$ cat config.mk
export PLATFORM = sky130hd
export DESIGN_NAME = prime_search_engine
export DESIGN_NICKNAME = d
export VERILOG_FILES = /design/src/rtl/prime_search_engine.sv
export SDC_FILE = /design/constraint.sdc
export NUM_CORES = 1
export LEC_CHECK = 0
export CAP_MARGIN = 40
export CORE_MARGIN = 4
export CORE_UTILIZATION = 35
export DETAILED_ROUTE_END_ITERATION = 10
export GPL_TIMING_DRIVEN = 0
export PLACE_DENSITY_LB_ADDON = 0.25
export SKIP_CTS_REPAIR_TIMING = 1
export SYNTH_ARGS = -nofsm -noshare
export SYNTH_HDL_FRONTEND = slang
export SYNTH_SLANG_ARGS = --single-unit
$ cat constraint.sdc
create_clock -name clk -period 8.4 [get_ports clk]
set_input_delay 2.1 -clock clk [delete_from_list [all_inputs] [get_ports clk]]
set_output_delay 2.1 -clock clk [all_outputs]
set_load 0.01 [all_outputs]
$ cat src/rtl/prime_search_engine.sv
// prime_search_engine: finds the largest prime below a latched limit
// by odd trial division with a bit-serial restoring remainder.
module prime_search_engine #(
  parameter int WIDTH = 20
) (
  input  logic             clk,
  input  logic             Reset_n,
  input  logic [WIDTH-1:0] PrimeSearchLimit,
  input  logic             CounterBlockEnable,
  output logic [WIDTH-1:0] LargestPrime,
  output logic             Complete,
  output logic             Busy
);

  localparam int IW = (WIDTH > 1) ? $clog2(WIDTH) : 1;

  typedef enum logic [2:0] {
    IDLE,
    LOAD,
    CAND,
    DIVINIT,
    DIV,
    TEST,
    DONE
  } state_t;

  state_t           state;
  logic [WIDTH-1:0] limit_q;
  logic [WIDTH-1:0] cand;
  logic [WIDTH-1:0] div_d;
  logic [WIDTH-1:0] rem;
  logic [WIDTH+1:0] sq;
  logic [IW-1:0]    bit_idx;

  logic             cand_bit;
  logic [WIDTH:0]   rem_sh;
  logic [WIDTH:0]   rem_sub;
  logic             rem_ge;

  // one restoring-division step on the current candidate bit
  always_comb begin
    cand_bit = cand[bit_idx];
    rem_sh   = {rem, cand_bit};
    rem_sub  = rem_sh - {1'b0, div_d};
    rem_ge   = (rem_sh >= {1'b0, div_d});
  end

  // search FSM; all outputs registered
  always_ff @(posedge clk) begin
    if (!Reset_n) begin
      state        <= IDLE;
      limit_q      <= '0;
      cand         <= '0;
      div_d        <= '0;
      rem          <= '0;
      sq           <= '0;
      bit_idx      <= '0;
      LargestPrime <= '0;
      Complete     <= 1'b0;
      Busy         <= 1'b0;
    end else if (Busy && !CounterBlockEnable) begin
      state <= IDLE;
      Busy  <= 1'b0;
    end else begin
      unique case (state)
        IDLE: begin
          Complete <= 1'b0;
          if (CounterBlockEnable) begin
            limit_q <= PrimeSearchLimit;
            state   <= LOAD;
            Busy    <= 1'b1;
          end
        end
        LOAD: begin
          if (limit_q <= WIDTH'(2)) begin
            LargestPrime <= '0;
            Complete     <= 1'b1;
            Busy         <= 1'b0;
            state        <= DONE;
          end else begin
            cand  <= limit_q - WIDTH'(1);
            state <= CAND;
          end
        end
        CAND: begin
          if (cand < WIDTH'(2)) begin
            LargestPrime <= '0;
            Complete     <= 1'b1;
            Busy         <= 1'b0;
            state        <= DONE;
          end else if (cand == WIDTH'(2) ||
                       cand == WIDTH'(3)) begin
            LargestPrime <= cand;
            Complete     <= 1'b1;
            Busy         <= 1'b0;
            state        <= DONE;
          end else if (!cand[0]) begin
            cand <= cand - WIDTH'(1);
          end else begin
            div_d <= WIDTH'(3);
            sq    <= (WIDTH+2)'(9);
            state <= DIVINIT;
          end
        end
        DIVINIT: begin
          if (sq > {2'b00, cand}) begin
            LargestPrime <= cand;
            Complete     <= 1'b1;
            Busy         <= 1'b0;
            state        <= DONE;
          end else begin
            rem     <= '0;
            bit_idx <= IW'(WIDTH - 1);
            state   <= DIV;
          end
        end
        DIV: begin
          rem <= rem_ge ? rem_sub[WIDTH-1:0]
                        : rem_sh[WIDTH-1:0];
          if (bit_idx == '0) begin
            state <= TEST;
          end else begin
            bit_idx <= bit_idx - IW'(1);
          end
        end
        TEST: begin
          if (rem == '0) begin
            cand  <= cand - WIDTH'(2);
            state <= CAND;
          end else begin
            div_d <= div_d + WIDTH'(2);
            sq    <= sq + {div_d, 2'b00}
                        + (WIDTH+2)'(4);
            state <= DIVINIT;
          end
        end
        DONE: begin
          if (!CounterBlockEnable) begin
            Complete <= 1'b0;
            state    <= IDLE;
          end
        end
        default: begin
          state    <= IDLE;
          Busy     <= 1'b0;
          Complete <= 1'b0;
        end
      endcase
    end
  end

endmodule

==> results of run 1 <==
routing by layer:
metal | up-vias | track usage
met4 | 0 | 0.04127
met3 | 15 | 0.03214
met1 | 3783 | 0.2662
met5 | - | 0
met2 | 227 | 0.2672
li1 | 4122 | -
kinds of logic after synthesis:
family,after synthesis,synth area share
flops,131,0.2993
fa+ha+maj,85,0.1231
mux,42,0.05668
compound gates,281,0.1990
xor+xnor,68,0.06796
buf+inv,104,0.04583
simple gates,398,0.2082
cells in the final DEF (no fill, tap or decap), drive strengths merged, types with 11 or more instances in the layout:
cell type / netlist / final
dfxtp: 131 / 131
nand2: 128 / 128
nor2: 122 / 122
a21oi: 92 / 92
ha: 83 / 83
o21ai: 72 / 72
inv: 60 / 67
clkbuf: 37 / 56
xnor2: 49 / 49
clkdlybuf4s50: 0 / 43
mux2i: 35 / 35
nor3: 32 / 32
nand3: 24 / 24
xor2: 19 / 19
nor4: 18 / 18
nand4: 15 / 15
a22oi: 14 / 14
a31oi: 12 / 12
a21o: 11 / 11
layout make-up:
type	count	area, um^2
flip-flops and latches	131	2623
clock inverters	14	165.2
fillers	2515	14260
repair buffers	44	435.4
well taps	324	405.4
multi-input cells	874	5739
clock buffers	18	429.2
inverters	60	225.2
plain buffers	44	176.4
how the worst max path moves through the flow:
| stage | from | to | cells after the start | slack, ns |
|---|---|---|---|---|
| 6_report | bit_idx[0] | rem[17] | 16 | 3.48 |
| 5_1_grt | bit_idx[0] | rem[17] | 16 | 2.96 |
| 4_1_cts | bit_idx[0] | rem[17] | 16 | 3.42 |
| 3_5_place_dp | bit_idx[0] | rem[17] | 16 | 3.44 |
| 3_3_place_gp | bit_idx[0] | rem[17] | 16 | 3.46 |
| 2_1_floorplan | bit_idx[0] | rem[10] | 16 | 4.45 |
power by group through the flow:
stage                     Combinational (mW)  Clock [mW]  Sequential (mW)
after floorplan                        0.991           0            0.786
after global placement                  1.31           0            0.828
after detailed placement                1.32           0            0.827
after CTS                               1.33       0.774            0.814
after global routing                    1.49       0.802            0.831
final                                   1.35       0.761            0.818
worst max-delay path: stages (launching register included):
cell	delay [ns]
dfxtp_1	0.31
clkbuf_1	0.39
mux4_2	0.57
mux4_2	0.45
nor2b_1	0.14
a31oi_1	0.32
ha_1	0.27
nor2b_1	0.07
o21bai_1	0.21
nand4_1	0.18
a31oi_1	0.47
o21ai_0	0.27
a21o_1	0.24
clkbuf_1	0.27
buf_2	0.32
mux2i_1	0.20
o21ai_0	0.09
state kept, by name, summed over array words and instances, names as in the netlist:
| name | cells |
|---|---|
| Busy | 1 |
| Complete | 1 |
| LargestPrime | 20 |
| bit_idx | 5 |
| cand | 20 |
| div_d | 20 |
| limit_q | 20 |
| rem | 20 |
| sq | 21 |
| state | 3 |
metrics by stage:
step | worst slack [ns] | hold WS (ns) | instance area, um^2 | cells | utilization
2_1_floorplan | 4.449 | 0.4403 | 8763 | 1109 | -
3_3_place_gp | 3.463 | 0.4454 | 9599 | 1476 | 0.3924
3_5_place_dp | 3.437 | 0.4572 | 9599 | 1476 | 0.3924
4_1_cts | 3.422 | 0.4660 | 10190 | 1508 | 0.4167
5_1_grt | 2.958 | 0.4873 | 10200 | 1509 | 0.4169
6_report | 3.481 | 0.4639 | 10200 | 1509 | 0.4169
==> results.sh, run 1 <==
export IMPL_pwr_share_clk=0.260
export IMPL_dominantRegCellSynth="dfxtp_1"
export IMPL_clk_latency_ns=0.43
export IMPL_worst_ir_drop_vdd_v=0.0001267
export IMPL_slew_headroom=0.3340
export IMPL_port_buffers=43
export IMPL_crit_type="flip-flop to flip-flop"
export IMPL_worstMarginPinSlew_ns=0.9898
export IMPL_wl_per_cell_um=16.42
export IMPL_cp_max_fo=10
export IMPL_r2r_slack_ns=3.48
export IMPL_drtIter0Drc=611
export IMPL_p_int_mw=1.647
export IMPL_synthTopCellsByArea="dfxtp_1 (30%), ha_1 (12%), nand2_1 (5.5%), a21oi_1 (5.3%), nor2_1 (5.2%)"
export IMPL_worstHoldPathType="flip-flop to flip-flop"
export IMPL_wirelength_met1_um=12610
export IMPL_hold_end="LargestPrime[0]"
export IMPL_drive_above_1_share=0.04641
export IMPL_highest_layer="met4"
export IMPL_cts_made_buffers=17
export IMPL_hold_viol=0
export IMPL_area_growth_pct=16.38
export IMPL_antenna_cells=0
export IMPL_routed_wl_um=24770
export IMPL_die_area_mm2=0.02763
export IMPL_final_setup_tns_ns=0
export IMPL_status="completed"
export IMPL_yosysMostFrequentCell="dfxtp_1"
export IMPL_slew_violations=0
export IMPL_synth_edf_count=0
export IMPL_core_area_mm2=0.02446
export IMPL_r2r_end="rem[17]"
export IMPL_start_util=0.3582
export IMPL_wl_met2_um=10320
export IMPL_drc=0
export IMPL_endpoint_kind="flip-flop"
export IMPL_syn_area_per_cell_um2=7.902
export IMPL_hold_start="LargestPrime[0]"
export IMPL_whs_path_depth=2
export IMPL_clock_fmax_ghz=0.2033
export IMPL_p_sw_mw=1.283
export IMPL_syn_nets=1217
export IMPL_p_leak_nw=4.202
export IMPL_drv_cap=0
export IMPL_cts_buffer_depth=2
export IMPL_clock_root_buffer="clkbuf_16"
export IMPL_cp_required_ns=8.69
export IMPL_routed_via_count=8147
export IMPL_clkTransAtPathRegs_ns=0.06
export IMPL_min_period_ns=4.919
export IMPL_r2r_cells=16
export IMPL_synth_largest_area_cell="dfxtp_1"
export IMPL_fp_dieW_um=166.2
export IMPL_htreeDepth=4
export IMPL_io_pins=45
export IMPL_route_met3_wl_um=1566
export IMPL_setup_violations=0
export IMPL_cts_tree="done"
export IMPL_swShare=0.4379
export IMPL_critPathArrivalTime_ns=5.21
export IMPL_synth_seq_cells=131
export IMPL_synth_async_sr_flop_share=0
export IMPL_synthCells=1109
export IMPL_fp_row_count=57
export IMPL_gp_congestion=0.8852
export IMPL_grt_use_total=0.1783
export IMPL_totalPowerFinal_mw=2.929
export IMPL_seq_area_frac_synth=0.2993
export IMPL_cts_sinks=131
export IMPL_final_nets=1280
export IMPL_skew_ns=0.01084
export IMPL_synth_common_cells="dfxtp_1 (131), nand2_1 (128), nor2_1 (121), a21oi_1 (92), ha_1 (83)"
export IMPL_r2r_start="bit_idx[0]"
export IMPL_finalCritPeriodShare=0.5855
export IMPL_synth_cell_types=67
export IMPL_antenna_found_initial=0
export IMPL_yosysWarnings=0
export IMPL_grt_ovfl_total=0
export IMPL_sequentialPowerShare=0.279
export IMPL_dr_pass1_iters=5
export IMPL_netlist_area_leader_share=0.2993
export IMPL_grt_max_degree=17
export IMPL_vias_per_cell=5.399
export IMPL_start_kind="flip-flop"
export IMPL_postRouteAntennaNets=0
export IMPL_rsz0062_at_grt="no"
export IMPL_combPwrFrac=0.461
export IMPL_syn_cell_area_mm2=0.008763
export IMPL_grt_pass1_wl_um=40900
export IMPL_grt_pass1_vias=7741
export IMPL_die_y_um=166.2
export IMPL_hpwl_um=19290
export IMPL_p_per_area_mw_per_mm2=287.2
No activity file was read; power rests on OpenSTA's default activity.
==> inputs of run 2 (changes only) <==
- clock period: 8.4 -> 4.8 ns (I/O delays scaled with it)
==> run 2 against run 1 <==
Compared with the run above: cell count shrank 0.13%; critical endpoint unchanged; clock power grew 75%; final area grew 0.22%; sequential share of layout area is essentially flat; largest power group unchanged; hold slack is essentially flat.
==> results.sh, run 2 (synthesis gave the netlist of run 1 again) <==
export IMPL_slew_headroom=0.4218
export IMPL_grt_pass1_vias=7741
export IMPL_clock_fmax_ghz=0.2306
export IMPL_cts_sinks=131
export IMPL_path_cells="mux4_2, mux4_2, nor2b_1, a31oi_2, ha_1, nor2b_1, o21bai_1, nand4_1, a31oi_4, o21ai_0, a21o_1, clkbuf_1, buf_2, mux2i_1, o21ai_0"
export IMPL_worst_ir_drop_vdd_v=0.0002223
export IMPL_postRouteAntennaNets=0
export IMPL_io_pins=45
export IMPL_cts_made_buffers=17
export IMPL_cp_required_ns=5.10
export IMPL_hpwl_um=19290
export IMPL_grt_use_total=0.1783
export IMPL_port_buffers=43
export IMPL_routed_via_count=8111
export IMPL_htreeDepth=4
export IMPL_drc=0
export IMPL_place_area_mm2=0.009599
export IMPL_wl_per_cell_um=16.51
export IMPL_placed_cells=1476
export IMPL_final_cell_mix="dfxtp_1 (129), nand2_1 (128), nor2_1 (121)"
export IMPL_vias_per_cell=5.382
export IMPL_fp_dieW_um=166.2
export IMPL_drtIter0Drc=687
export IMPL_area_growth_pct=16.63
export IMPL_die_y_um=166.2
export IMPL_drv_cap=0
export IMPL_clock_root_buffer="clkbuf_16"
export IMPL_gp_congestion=0.8852
export IMPL_setup_violations=0
export IMPL_slew_violations=0
export IMPL_critPathArrivalTime_ns=4.63
export IMPL_rsz0062_at_grt="no"
export IMPL_final_area_mm2=0.01022
export IMPL_final_nets=1278
export IMPL_worstMarginPinSlew_ns=0.8594
export IMPL_fp_row_count=57
export IMPL_antenna_found_initial=0
export IMPL_cts_tree="done"
export IMPL_hold_viol=0
export IMPL_filler_cell_count=2513
export IMPL_cp_max_fo=10
export IMPL_die_area_mm2=0.02763
export IMPL_cts_buffer_depth=2
export IMPL_skew_ns=0.01053
export IMPL_routed_wl_um=24880
export IMPL_final_setup_tns_ns=0
export IMPL_grt_ovfl_total=0
export IMPL_dr_pass1_iters=5
export IMPL_critPathSlowestCell="mux4_2"
export IMPL_status="completed"
export IMPL_worstHoldPathType="flip-flop to flip-flop"
export IMPL_drive_above_1_share=0.05072
export IMPL_final_cells=1507
export IMPL_grt_max_degree=17
export IMPL_grt_pass1_wl_um=40900
export IMPL_totalPowerFinal_mw=5.139
export IMPL_antenna_cells=0
export IMPL_core_area_mm2=0.02446
export IMPL_clkTransAtPathRegs_ns=0.06
export IMPL_mostFrequentLayoutCell="dfxtp_1"
export IMPL_start_kind="flip-flop"
export IMPL_p_leak_nw=4.203
export IMPL_finalCritPeriodShare=0.9036
export IMPL_endpoint_kind="flip-flop"
export IMPL_slowest_delay_ns=0.54
export IMPL_regMostFlops="sq"
export IMPL_post_route_util=0.4178
export IMPL_start_util=0.3582
export IMPL_p_per_area_mw_per_mm2=502.8
export IMPL_largest_reg_flops=21
export IMPL_clk_latency_ns=0.42
export IMPL_min_period_ns=4.337
export IMPL_crit_type="flip-flop to flip-flop"
==> run 2: final timing paths <==
path	startpoint	slack, ns	to	depth (start not counted)
hold / removal	LargestPrime[0]	0.46	LargestPrime[0]	2
setup reg to reg	bit_idx[0]	0.46	rem[17]	15
setup / recovery	bit_idx[0]	0.46	rem[17]	15
hold reg to reg	LargestPrime[0]	0.46	LargestPrime[0]	2
==> run 2: report_power, final <==
part / internal [mW] / switching (mW)
Clock: 0.780 / 0.553
Sequential: 1.22 / 0.211
Combinational: 0.882 / 1.49
Total: 2.89 / 2.25
==> run 2: critical path: cells and delay by family (launching register included) <==
family	cells	cell delay, ns
AND/OR/NAND/NOR	3	0.45
multiplexers	3	1.19
AO/OA/AOI/OAI	6	1.27
buffers and inverters	2	0.59
adder cells (fa/ha/maj)	1	0.24
flip-flops	1	0.46
==> run 2: stage by stage <==
step,setup WS [ns],hold slack [ns]
6_report,0.4629,0.4640
5_1_grt,0.09184,0.4873
4_1_cts,-0.1781,0.4660
3_5_place_dp,-0.1625,0.4572
3_3_place_gp,-0.1365,0.4454
2_1_floorplan,0.8490,0.4403
==> run 2: layout make-up <==
| class | instances | area, um^2 | share of cell area |
|---|---|---|---|
| clock buffers | 18 | 429.2 | 0.04199 |
| inverters | 60 | 225.2 | 0.02203 |
| plain buffers | 42 | 168.9 | 0.01653 |
| flip-flops and latches | 131 | 2625 | 0.2568 |
| multi-input cells | 874 | 5767 | 0.5642 |
| well taps | 324 | 405.4 | 0.03966 |
| clock inverters | 14 | 165.2 | 0.01616 |
| repair buffers | 44 | 435.4 | 0.04260 |
==> run 2: layer usage <==
layer,share of wire,track usage,vias to the layer above,wire (um)
li1,-,-,4110,-
met1,0.52,0.2662,3791,12850
met2,0.42,0.2672,194,10390
met3,0.055,0.03214,16,1371
met4,0.011,0.04127,0,276
met5,0,0,-,0
